==> src/rtl/sha256_stream_core_if.sv <==
// Block stream and digest bus between the nonce feeder, the SHA-256 core and the
// difficulty comparator. The core takes the slave side.
interface sha256_stream_core_if #(
   parameter int CNT_W = 16
);
   logic [511:0]     blk_data;
   logic             blk_valid;
   logic             blk_last;
   logic             blk_ready;
   logic             dbl_mode;
   logic             abort;
   logic             busy;
   logic [255:0]     digest;
   logic             digest_valid;
   logic [CNT_W-1:0] blk_count;

   modport master (
      output blk_data, blk_valid, blk_last, dbl_mode, abort,
      input  blk_ready, busy, digest, digest_valid, blk_count
   );

   modport slave (
      input  blk_data, blk_valid, blk_last, dbl_mode, abort,
      output blk_ready, busy, digest, digest_valid, blk_count
   );
endinterface

==> src/rtl/sha256_stream_core.sv <==
// Streaming SHA-256 engine: one round per cycle over a rolling 16-word schedule,
// multi-block messages, optional double hash of the digest, and an abort path.
module sha256_stream_core #(
   parameter bit DOUBLE_EN = 1'b1,
   parameter int CNT_W     = 16
) (
   input logic                 clk,
   input logic                 n_rst,
   sha256_stream_core_if.slave bus
);

   typedef enum logic [2:0] {S_IDLE, S_ROUND, S_ACCUM, S_WAIT_BLK, S_DONE} state_t;

   localparam logic [31:0] IV [8] = '{
      32'h6a09e667, 32'hbb67ae85, 32'h3c6ef372, 32'ha54ff53a,
      32'h510e527f, 32'h9b05688c, 32'h1f83d9ab, 32'h5be0cd19};

   localparam logic [31:0] K_ROM [64] = '{
      32'h428a2f98, 32'h71374491, 32'hb5c0fbcf, 32'he9b5dba5, 32'h3956c25b, 32'h59f111f1, 32'h923f82a4, 32'hab1c5ed5,
      32'hd807aa98, 32'h12835b01, 32'h243185be, 32'h550c7dc3, 32'h72be5d74, 32'h80deb1fe, 32'h9bdc06a7, 32'hc19bf174,
      32'he49b69c1, 32'hefbe4786, 32'h0fc19dc6, 32'h240ca1cc, 32'h2de92c6f, 32'h4a7484aa, 32'h5cb0a9dc, 32'h76f988da,
      32'h983e5152, 32'ha831c66d, 32'hb00327c8, 32'hbf597fc7, 32'hc6e00bf3, 32'hd5a79147, 32'h06ca6351, 32'h14292967,
      32'h27b70a85, 32'h2e1b2138, 32'h4d2c6dfc, 32'h53380d13, 32'h650a7354, 32'h766a0abb, 32'h81c2c92e, 32'h92722c85,
      32'ha2bfe8a1, 32'ha81a664b, 32'hc24b8b70, 32'hc76c51a3, 32'hd192e819, 32'hd6990624, 32'hf40e3585, 32'h106aa070,
      32'h19a4c116, 32'h1e376c08, 32'h2748774c, 32'h34b0bcb5, 32'h391c0cb3, 32'h4ed8aa4a, 32'h5b9cca4f, 32'h682e6ff3,
      32'h748f82ee, 32'h78a5636f, 32'h84c87814, 32'h8cc70208, 32'h90befffa, 32'ha4506ceb, 32'hbef9a3f7, 32'hc67178f2};

   function automatic logic [31:0] rotr(input logic [31:0] x, input int n);
      return (x >> n) | (x << (32 - n));
   endfunction

   state_t           state_q;
   logic [5:0]       rnd_q;
   logic [31:0]      h_q [8];
   logic [31:0]      v_q [8];
   logic [31:0]      w_q [16];
   logic             last_q;
   logic             dbl_q;
   logic             pass2_q;
   logic             ready_q;
   logic             busy_q;
   logic             dvalid_q;
   logic [CNT_W-1:0] cnt_q;
   logic [255:0]     digest_q;

   logic [31:0]  t1, t2, w_d;
   logic [31:0]  v_d   [8];
   logic [31:0]  h_sum [8];
   logic [255:0] h_flat;
   logic         take_pass2;

   // NOTE: combinational logic uses blocking '=' so t1/t2 are read back within the same pass,
   // and every output is assigned unconditionally so no latch can be inferred.
   always_comb begin
      t1 = v_q[7] + (rotr(v_q[4], 6) ^ rotr(v_q[4], 11) ^ rotr(v_q[4], 25))
         + ((v_q[4] & v_q[5]) ^ (~v_q[4] & v_q[6])) + K_ROM[rnd_q] + w_q[0];
      t2 = (rotr(v_q[0], 2) ^ rotr(v_q[0], 13) ^ rotr(v_q[0], 22))
         + ((v_q[0] & v_q[1]) ^ (v_q[0] & v_q[2]) ^ (v_q[1] & v_q[2]));
      v_d[0] = t1 + t2;
      v_d[1] = v_q[0];
      v_d[2] = v_q[1];
      v_d[3] = v_q[2];
      v_d[4] = v_q[3] + t1;
      v_d[5] = v_q[4];
      v_d[6] = v_q[5];
      v_d[7] = v_q[6];
      // w_q[k] holds W[r+k]; this is W[r+16], entering the window as W[r] leaves it
      w_d = (rotr(w_q[14], 17) ^ rotr(w_q[14], 19) ^ (w_q[14] >> 10)) + w_q[9]
          + (rotr(w_q[1], 7) ^ rotr(w_q[1], 18) ^ (w_q[1] >> 3)) + w_q[0];
      for (int i = 0; i < 8; i++) h_sum[i] = h_q[i] + v_q[i];
   end

   assign h_flat     = {h_sum[0], h_sum[1], h_sum[2], h_sum[3], h_sum[4], h_sum[5], h_sum[6], h_sum[7]};
   assign take_pass2 = DOUBLE_EN && last_q && dbl_q && !pass2_q;

   // NOTE: the schedule window has no reset; it is always loaded before a round reads it.
   always_ff @(posedge clk) begin
      if (bus.blk_valid && ready_q) begin
         for (int i = 0; i < 16; i++) w_q[i] <= bus.blk_data[511-32*i -: 32];
      end else if (state_q == S_ACCUM && take_pass2) begin
         // 256-bit first digest, padded as a one-block message of length 0x100
         for (int i = 0; i < 8; i++) w_q[i] <= h_sum[i];
         w_q[8] <= 32'h8000_0000;
         for (int i = 9; i < 15; i++) w_q[i] <= '0;
         w_q[15] <= 32'h0000_0100;
      end else if (state_q == S_ROUND) begin
         for (int i = 0; i < 15; i++) w_q[i] <= w_q[i+1];
         w_q[15] <= w_d;
      end
   end

   always_ff @(posedge clk or negedge n_rst) begin
      if (!n_rst) begin
         state_q  <= S_IDLE;
         rnd_q    <= '0;
         last_q   <= 1'b0;
         dbl_q    <= 1'b0;
         pass2_q  <= 1'b0;
         ready_q  <= 1'b1;
         busy_q   <= 1'b0;
         dvalid_q <= 1'b0;
         cnt_q    <= '0;
         digest_q <= '0;
         for (int i = 0; i < 8; i++) begin
            h_q[i] <= IV[i];
            v_q[i] <= '0;
         end
      end else if (bus.abort) begin
         // abort outranks any handshake in the same cycle; the last digest stays visible
         state_q  <= S_IDLE;
         ready_q  <= 1'b1;
         busy_q   <= 1'b0;
         dvalid_q <= 1'b0;
         cnt_q    <= '0;
         for (int i = 0; i < 8; i++) h_q[i] <= IV[i];
      end else begin
         case (state_q)
            S_IDLE, S_DONE: begin
               if (bus.blk_valid) begin
                  state_q  <= S_ROUND;
                  rnd_q    <= '0;
                  last_q   <= bus.blk_last;
                  dbl_q    <= DOUBLE_EN && bus.dbl_mode;
                  pass2_q  <= 1'b0;
                  ready_q  <= 1'b0;
                  busy_q   <= 1'b1;
                  dvalid_q <= 1'b0;
                  cnt_q    <= CNT_W'(1);
                  for (int i = 0; i < 8; i++) begin
                     h_q[i] <= IV[i];
                     v_q[i] <= IV[i];
                  end
               end
            end
            S_WAIT_BLK: begin
               if (bus.blk_valid) begin
                  state_q <= S_ROUND;
                  rnd_q   <= '0;
                  last_q  <= bus.blk_last;
                  ready_q <= 1'b0;
                  if (cnt_q != {CNT_W{1'b1}}) cnt_q <= cnt_q + CNT_W'(1);
                  for (int i = 0; i < 8; i++) v_q[i] <= h_q[i];
               end
            end
            S_ROUND: begin
               for (int i = 0; i < 8; i++) v_q[i] <= v_d[i];
               rnd_q <= rnd_q + 6'd1;
               if (rnd_q == 6'd63) state_q <= S_ACCUM;
            end
            S_ACCUM: begin
               for (int i = 0; i < 8; i++) h_q[i] <= h_sum[i];
               if (!last_q) begin
                  state_q <= S_WAIT_BLK;
                  ready_q <= 1'b1;
               end else if (take_pass2) begin
                  state_q <= S_ROUND;
                  rnd_q   <= '0;
                  pass2_q <= 1'b1;
                  for (int i = 0; i < 8; i++) begin
                     h_q[i] <= IV[i];
                     v_q[i] <= IV[i];
                  end
               end else begin
                  state_q  <= S_DONE;
                  digest_q <= h_flat;
                  dvalid_q <= 1'b1;
                  ready_q  <= 1'b1;
                  busy_q   <= 1'b0;
               end
            end
            default: state_q <= S_IDLE;
         endcase
      end
   end

   assign bus.blk_ready    = ready_q;
   assign bus.busy         = busy_q;
   assign bus.digest       = digest_q;
   assign bus.digest_valid = dvalid_q;
   assign bus.blk_count    = cnt_q;

endmodule
==> src/flat_wrapper.sv <==
// flat-port wrapper written by rule: the top's interface ports become plain ports
module sha256_stream_core_flat 
#(
   parameter bit DOUBLE_EN = 1'b1,
   parameter int CNT_W     = 16
)
  (clk, n_rst, bus_blk_data, bus_blk_valid, bus_blk_last, bus_dbl_mode, bus_abort, bus_blk_ready, bus_busy, bus_digest, bus_digest_valid, bus_blk_count);
  sha256_stream_core_if #(.CNT_W(CNT_W)) bus_i ();
  input logic clk;
  input logic n_rst;
  input wire logic [$bits(bus_i.blk_data)-1:0] bus_blk_data;
  input wire logic [$bits(bus_i.blk_valid)-1:0] bus_blk_valid;
  input wire logic [$bits(bus_i.blk_last)-1:0] bus_blk_last;
  input wire logic [$bits(bus_i.dbl_mode)-1:0] bus_dbl_mode;
  input wire logic [$bits(bus_i.abort)-1:0] bus_abort;
  output wire logic [$bits(bus_i.blk_ready)-1:0] bus_blk_ready;
  output wire logic [$bits(bus_i.busy)-1:0] bus_busy;
  output wire logic [$bits(bus_i.digest)-1:0] bus_digest;
  output wire logic [$bits(bus_i.digest_valid)-1:0] bus_digest_valid;
  output wire logic [$bits(bus_i.blk_count)-1:0] bus_blk_count;
  assign bus_i.blk_data = bus_blk_data;
  assign bus_i.blk_valid = bus_blk_valid;
  assign bus_i.blk_last = bus_blk_last;
  assign bus_i.dbl_mode = bus_dbl_mode;
  assign bus_i.abort = bus_abort;
  assign bus_blk_ready = bus_i.blk_ready;
  assign bus_busy = bus_i.busy;
  assign bus_digest = bus_i.digest;
  assign bus_digest_valid = bus_i.digest_valid;
  assign bus_blk_count = bus_i.blk_count;
  sha256_stream_core #(.DOUBLE_EN(DOUBLE_EN), .CNT_W(CNT_W)) u_core (.clk(clk), .n_rst(n_rst), .bus(bus_i));
endmodule
==> config.mk <==
export PLATFORM = sky130hd
export DESIGN_NAME = sha256_stream_core_flat
export DESIGN_NICKNAME = d
export VERILOG_FILES = /design/src/rtl/sha256_stream_core_if.sv /design/src/rtl/sha256_stream_core.sv /design/src/flat_wrapper.sv
export SDC_FILE = /design/constraint.sdc
export NUM_CORES = 2
export LEC_CHECK = 0
export CAP_MARGIN = 20
export CORE_MARGIN = 2
export CORE_UTILIZATION = 51
export CTS_CLUSTER_SIZE = 14
export DETAILED_ROUTE_END_ITERATION = 10
export GPL_ROUTABILITY_DRIVEN = 1
export MAX_ROUTING_LAYER = met4
export PLACE_DENSITY = 0.72
export SYNTH_ARGS = -nofsm -noshare
export SYNTH_HDL_FRONTEND = slang
export SYNTH_SLANG_ARGS = --single-unit
==> constraint.sdc <==
create_clock -name clk -period 14.65 [get_ports clk]
set_input_delay 2.93 -clock clk [delete_from_list [all_inputs] [get_ports clk]]
set_output_delay 2.93 -clock clk [all_outputs]
set_load 0.02 [all_outputs]
=== After elaboration in Yosys (flattened, before gate mapping) ===
Memory sizes are Yosys's and may differ from the RTL's.
Cells that the tools add are included.

* Eq/ne operators: 19
* Order comparisons: 1
* Muxes and demuxes: 83
* Add/subtract/negate cells: 20
* Bitwise gates (word level): 62
* Reduce and logical (&&, ||, !) cells: 25

{| class="wikitable"
|+ Operators with widths
! cell !! number
|-
| two-way mux 256 bit || 7
|-
| two-way mux 32 bit || 34
|-
| case mux 256 bit (4 select lines) || 1
|-
| adder 32 bit || 18
|-
| case mux 256 bit (2 select lines) || 1
|-
| bitwise XOR 32 bit || 9
|-
| AND 32 bit || 5
|-
| two-way mux 16 bit || 4
|-
| NOT 32 bit || 1
|-
| OR 1 bit || 32
|-
| OR 10 x 32 -> 32 bit || 1
|-
| OR 13 x 32 -> 32 bit || 1
|-
| OR 14 x 32 -> 32 bit || 1
|-
| OR 15 x 32 -> 32 bit || 1
|-
| OR 19 x 32 -> 32 bit || 1
|-
| OR 21 x 32 -> 32 bit || 1
|-
| OR 25 x 32 -> 32 bit || 1
|-
| OR 26 x 32 -> 32 bit || 1
|-
| OR 30 x 32 -> 32 bit || 1
|-
| OR 7 x 32 -> 32 bit || 1
|-
| case mux 16 bit (2 select lines) || 1
|-
| bitwise XOR 32 x 22 -> 32 bit || 1
|-
| bitwise XOR 32 x 29 -> 32 bit || 1
|-
| two-way mux 1 bit || 21
|-
| other kinds (34) || 64
|}

* Memories: 2
* Register bits after elaboration: 799
* Memory bits (writable): 512
* Memory bits (read-only): 2048
* Output and inout bits: 275
* Input port bits: 518

{| class="wikitable"
|+ Memories
! name !! words !! bits a word !! rd ports !! clocked after Yosys merged registers in !! write ports !! RTL line !! RTL
|-
| (no name shown) || 64 || 32 || 1 || 0 || 0 || sha256_stream_core.sv:56 || <nowiki>+ ((v_q[4] & v_q[5]) ^ (~v_q[4] & v_q[6])) + K_ROM[rnd_q] + w_q[0];</nowiki>
|-
| u_core.w_q || 16 || 32 || 16 || 0 || 16 || sha256_stream_core.sv:36 || <nowiki>logic [31:0] w_q [16];</nowiki>
|}

=== Depth between registers and ports, before layout ===
* Word-level depth: 9
* Depth in mapped cells: 39
* Gate-level depth less buffers: 38

=== Least setup slack after synthesis ===
Ideal clock, no wire load.

* Path type: input-to-reg
* Start: input bus_blk_valid
* End: memory u_core.w_q[0][0] (enable)
* Stages on the path: 3
* Required time: 11.763 ns
* Arrival time: 9.697 ns
* Path slack: 2.066 ns
* Path through: clkbuf_1 nand2_1 nand3_1

{| class="wikitable"
|+ RTL lines
! item !! RTL line !! RTL
|-
| start, declared || flat_wrapper.sv:12 || <nowiki>input wire logic [$bits(bus_i.blk_valid)-1:0] bus_blk_valid;</nowiki>
|-
| end, declared || sha256_stream_core.sv:36 ||
|}

=== Worst setup path in the final report ===
* Start: register u_core.rnd_q[0]
* End: register u_core.v_q (netlist bit u_core.v_d[223])

* Longest elaborated chain between the ends: 8

{| class="wikitable"
|+ Ends and longest elaborated chain
! item !! RTL line !! RTL
|-
| start, declared || sha256_stream_core.sv:33 || <nowiki>logic [5:0] rnd_q;</nowiki>
|-
| start signal, assigned || sha256_stream_core.sv:147 || <nowiki>rnd_q <= rnd_q + 6'd1;</nowiki>
|-
| NOT 6 -> 7 bit (implied by the code) || sha256_stream_core.sv:56 ||
|-
| memory read (64 x 32 bit) || - ||
|-
| two-way mux 32 bit (implied by the code) (2 in a row) || sha256_stream_core.sv:56 ||
|-
| adder 32 bit (2 in a row) || sha256_stream_core.sv:56 ||
|-
| adder 32 bit || sha256_stream_core.sv:59 || <nowiki>v_d[0] = t1 + t2;</nowiki>
|-
| case mux 256 bit (4 select lines) || sha256_stream_core.sv:117 || <nowiki>case (state_q)</nowiki>
|-
| end signal, assigned by index || sha256_stream_core.sv:131 || <nowiki>v_q[i] <= IV[i];</nowiki>
|-
| end signal, assigned by index || sha256_stream_core.sv:161 || <nowiki>v_q[i] <= IV[i];</nowiki>
|-
| end, declared || sha256_stream_core.sv:35 || <nowiki>logic [31:0] v_q [8];</nowiki>
|}

Every way passes these cells. The select of a mux whose other input is x is not followed.
A chain may end at the register's enable or synchronous reset.

==> flow_results.xml <==
<?xml version="1.0" encoding="UTF-8"?>
<metrics>
  <group name="timing">
    <metric name="max_freq" unit="MHz">95.5</metric>
    <metric name="report.final.hold_viol_count" unit="">0</metric>
    <metric name="timing.final.setup_violations" unit="">0</metric>
    <metric name="maxSlewViolCount" unit="">0</metric>
    <metric name="grt_setup_unrepaired" unit="">false</metric>
    <metric name="fin_setup_tns" unit="ns">0</metric>
    <metric name="finClkSkew" unit="ns">0.0573</metric>
    <metric name="fin_crit" unit="ns">10.47</metric>
    <metric name="final_min_period_over_clock_period" unit="">0.715</metric>
    <metric name="maxSlewHeadroom" unit="">0.151</metric>
    <metric name="worstMarginPinSlew" unit="ns">1.26</metric>
  </group>
  <group name="grt">
    <metric name="grt_antenna_before_repair" unit="">36</metric>
    <metric name="met1_usage" unit="">0.597</metric>
    <metric name="overflow" unit="">0</metric>
    <metric name="first_global_vias" unit="">67400</metric>
    <metric name="grt_most_used_layer" unit="">met2</metric>
    <metric name="grt_use_met2" unit="">0.611</metric>
    <metric name="use_met3" unit="">0.136</metric>
    <metric name="grt_first_pass_wirelength" unit="mm">502</metric>
    <metric name="largest_net_degree_at_the_start_of_global_routing" unit="">208</metric>
    <metric name="globalRouteTotalUtil" unit="">0.445</metric>
  </group>
  <group name="worst_setup_path">
    <metric name="path_delay_family" unit="">adder cells</metric>
    <metric name="dominant_cell_type_by_count_on_the_critical_path" unit="">fa_1</metric>
    <metric name="cp_data_arrival_time" unit="ns">11.14</metric>
    <metric name="end_kind" unit="">flop</metric>
    <metric name="critical_path_buf_inv_count" unit="">4</metric>
    <metric name="critical_path.slowest_cell" unit="">ha_1</metric>
    <metric name="worst_setup_path_start_kind" unit="">flop</metric>
    <metric name="worst_ep_required_time" unit="ns">15.32</metric>
    <metric name="max_stage_delay" unit="ns">0.98</metric>
    <metric name="timing_worst_setup_path_type" unit="">flop to flop</metric>
    <metric name="crit_fanout" unit="">17</metric>
  </group>
  <group name="detailed_routing">
    <metric name="vias" unit="">72200</metric>
    <metric name="finalWirelength" unit="mm">361</metric>
    <metric name="routed_wire_length_per_instance" unit="µm">32.5</metric>
    <metric name="post-route-drc-count" unit="">0</metric>
    <metric name="viasPerCell" unit="">6.49</metric>
    <metric name="antenna_left" unit="">0</metric>
    <metric name="drt-pass1-iter-count" unit="">6</metric>
    <metric name="detail_route.iter0.violations" unit="">10200</metric>
  </group>
  <group name="yosys">
    <metric name="proportion_of_synthesized_chip_area_in_sequential_cells" unit="">0.435</metric>
    <metric name="yosys_warn_count" unit="">0</metric>
    <metric name="synth.ff_latch_count" unit="">1311</metric>
    <metric name="synth_ff_type" unit="">dfrtp_1</metric>
    <metric name="asyncSetResetFlopFracSynth" unit="">0.609</metric>
    <metric name="syn_avg_cell_area" unit="µm²">9.78</metric>
    <metric name="synth_cells" unit="">8353</metric>
    <metric name="synth_edf_count" unit="">512</metric>
    <metric name="mappedNetlistArea" unit="µm²">81700</metric>
    <metric name="ys_types" unit="">107</metric>
    <metric name="synth_fp_nets" unit="">9461</metric>
  </group>
  <group name="final_layout">
    <metric name="area.growth.synth_to_final" unit="%">17.9</metric>
    <metric name="layout.nets" unit="">9996</metric>
    <metric name="total_area_of_multi_input_combinational_cells" unit="µm²">43300</metric>
    <metric name="sequential_cell_area" unit="µm²">35600</metric>
    <metric name="fillers" unit="">13400</metric>
    <metric name="final_layout_size_suffix_gt1_frac" unit="">0.0650</metric>
  </group>
  <group name="job">
    <metric name="drv_cap" unit="">0</metric>
  </group>
  <group name="placed_design">
    <metric name="place.port_buffers" unit="">792</metric>
    <metric name="gpl.final_weighted_congestion" unit="">1.03</metric>
    <metric name="hpwlAfterDp" unit="mm">277</metric>
  </group>
  <group name="floorplanning">
    <metric name="io-pin-count" unit="">793</metric>
    <metric name="total_die_area" unit="µm²">163000</metric>
    <metric name="initial_utilization" unit="">0.514</metric>
    <metric name="dieWidth" unit="µm">404</metric>
    <metric name="num_rows" unit="">146</metric>
    <metric name="core-area" unit="µm²">159000</metric>
    <metric name="floorplan.die.height" unit="µm">404</metric>
  </group>
  <group name="clock_network">
    <metric name="clock_insertion_delay_worst_skew" unit="ns">0.82</metric>
    <metric name="post-cts-setup-buffer-count" unit="">0</metric>
    <metric name="tritoncts" unit="">built</metric>
    <metric name="h-tree-depth" unit="">4</metric>
    <metric name="post_cts_resize_count" unit="">0</metric>
    <metric name="hold_buffers" unit="">0</metric>
    <metric name="clkSlewWorstSetupHoldPaths" unit="ns">0.06</metric>
    <metric name="cts-root-to-sink-buffers" unit="">3</metric>
    <metric name="numClockSinks" unit="">1311</metric>
    <metric name="tritoncts.num_buffers" unit="">146</metric>
    <metric name="clk_root_buffer_cell" unit="">clkbuf_16</metric>
  </group>
  <group name="hold_path">
    <metric name="timing.hold.worst.class" unit="">flop to flop</metric>
  </group>
  <group name="outcome">
    <metric name="outcome" unit="">finished clean</metric>
  </group>
</metrics>
-- Yosys cell counts, types with 149 or more instances --
cell type | n | area share
nand3_1 | 149 | 0.0091
a21oi_1 | 455 | 0.028
a22o_1 | 242 | 0.026
o21ai_0 | 533 | 0.033
nor2_1 | 514 | 0.024
xnor2_1 | 418 | 0.045
inv_1 | 283 | 0.013
a22oi_1 | 212 | 0.019
dfrtp_1 | 662 | 0.20
fa_1 | 195 | 0.048
a31oi_1 | 187 | 0.014
edfxtp_1 | 512 | 0.19
mux2i_1 | 230 | 0.028
xor2_1 | 175 | 0.019
nand2_1 | 1391 | 0.064
ha_1 | 395 | 0.061
clkbuf_1 | 463 | 0.021
-- path summary, 6_finish.rpt --
| path | startpoint | end | slack, ns | depth (start not counted) |
|---|---|---|---|---|
| setup / recovery | u_core.rnd_q[0] | u_core.v_d[223] | 4.18 | 33 |
| hold / removal | u_core.bus.digest[1] | u_core.bus.digest[1] | 0.47 | 2 |
| setup reg to reg | u_core.rnd_q[0] | u_core.v_d[223] | 4.18 | 33 |
| hold reg to reg | u_core.bus.digest[1] | u_core.bus.digest[1] | 0.47 | 2 |
| max in group asynchronous | n_rst | u_core.state_q[1] | 9.45 | 4 |
| min in group asynchronous | n_rst | u_core.bus.digest[203] | 2.16 | 1 |
-- metal layers --
| layer | share of wire | wire [µm] | vias up |
|---|---|---|---|
| li1 | - | - | 31000 |
| met1 | 0.40 | 143000 | 35900 |
| met2 | 0.42 | 150000 | 4525 |
| met3 | 0.13 | 46600 | 754 |
| met4 | 0.059 | 21200 | 0 |
| met5 | 0 | 0 | - |
-- per-stage QoR --
step	setup WS, ns	area [µm²]	std cells	utilization	hold slack, ns
global route	3.76	96300	11100	0.606	0.490
CTS	4.38	96200	11100	0.606	0.471
detailed placement	4.44	91300	10800	0.575	0.458
floorplan	2.07	81700	8353	-	0.457
global placement	4.52	91300	10800	0.575	0.454
finish	4.18	96300	11100	0.606	0.472
-- sequential cells by signal, indices dropped and copies added, names as in the netlist --
name,count
u_core.v_d,192
u_core.bus.digest,256
u_core.bus.busy,1
u_core.dbl_q,1
u_core.v_q,64
u_core.state_q,3
u_core.pass2_q,1
u_core.bus.digest_valid,1
u_core.w_q,512
u_core.bus.blk_ready,1
u_core.bus.blk_count,16
u_core.last_q,1
u_core.rnd_q,6
u_core.h_q,256
-- worst min-delay path, delay by kind of cell, from the launching register on --
| family | cells | cell delay, ns |
|---|---|---|
| DFF | 1 | 0.33 |
| and+or+nand+nor | 2 | 0.11 |
-- layout make-up --
class	count	share of cell area
Tap cell	2072	0.0269
Clock inverter	77	0.00899
Sequential cell	1311	0.369
Inverter	287	0.0112
Multi-Input combinational cell	6248	0.450
Timing Repair Buffer	894	0.0916
Antenna cell	31	0.000806
Clock buffer	195	0.0415
-- logic make-up (layout without fill, tap and decap cells) --
family          Yosys count  after routing  synth area share
compound gates         2393           2393             0.197
simple gates           2389           2389             0.122
flops                  1311           1311             0.435
buf+inv                 794           1453            0.0365
fa+ha+maj               614            614             0.111
xor+xnor                594            594            0.0639
mux                     258            258            0.0337
other cells               0             31                 0
-- layout by cell type, fill, tap and decap left out, types with 57 or more instances in the layout --
cell             instances
fa_1                   195
nor2_1                 506
mux2i_1                230
nand3_1                145
inv_1                  282
a22oi_1                212
nand2b_1                57
dfrtp_1                659
clkbuf_16              146
buf_4                   92
a31oi_1                187
a22o_1                 242
ha_1                   395
o21ai_0                532
dfstp_2                137
o31ai_1                115
o22a_1                  92
a21oi_1                455
clkdlybuf4s50_1        791
a21o_1                 144
o21a_1                  59
xnor2_1                418
nand2_1               1388
nor3_1                  70
edfxtp_1               512
xor2_1                 175
Power is not shown: default switching activity piles up to over one toggle a cycle in this logic, so the estimate is an artifact.
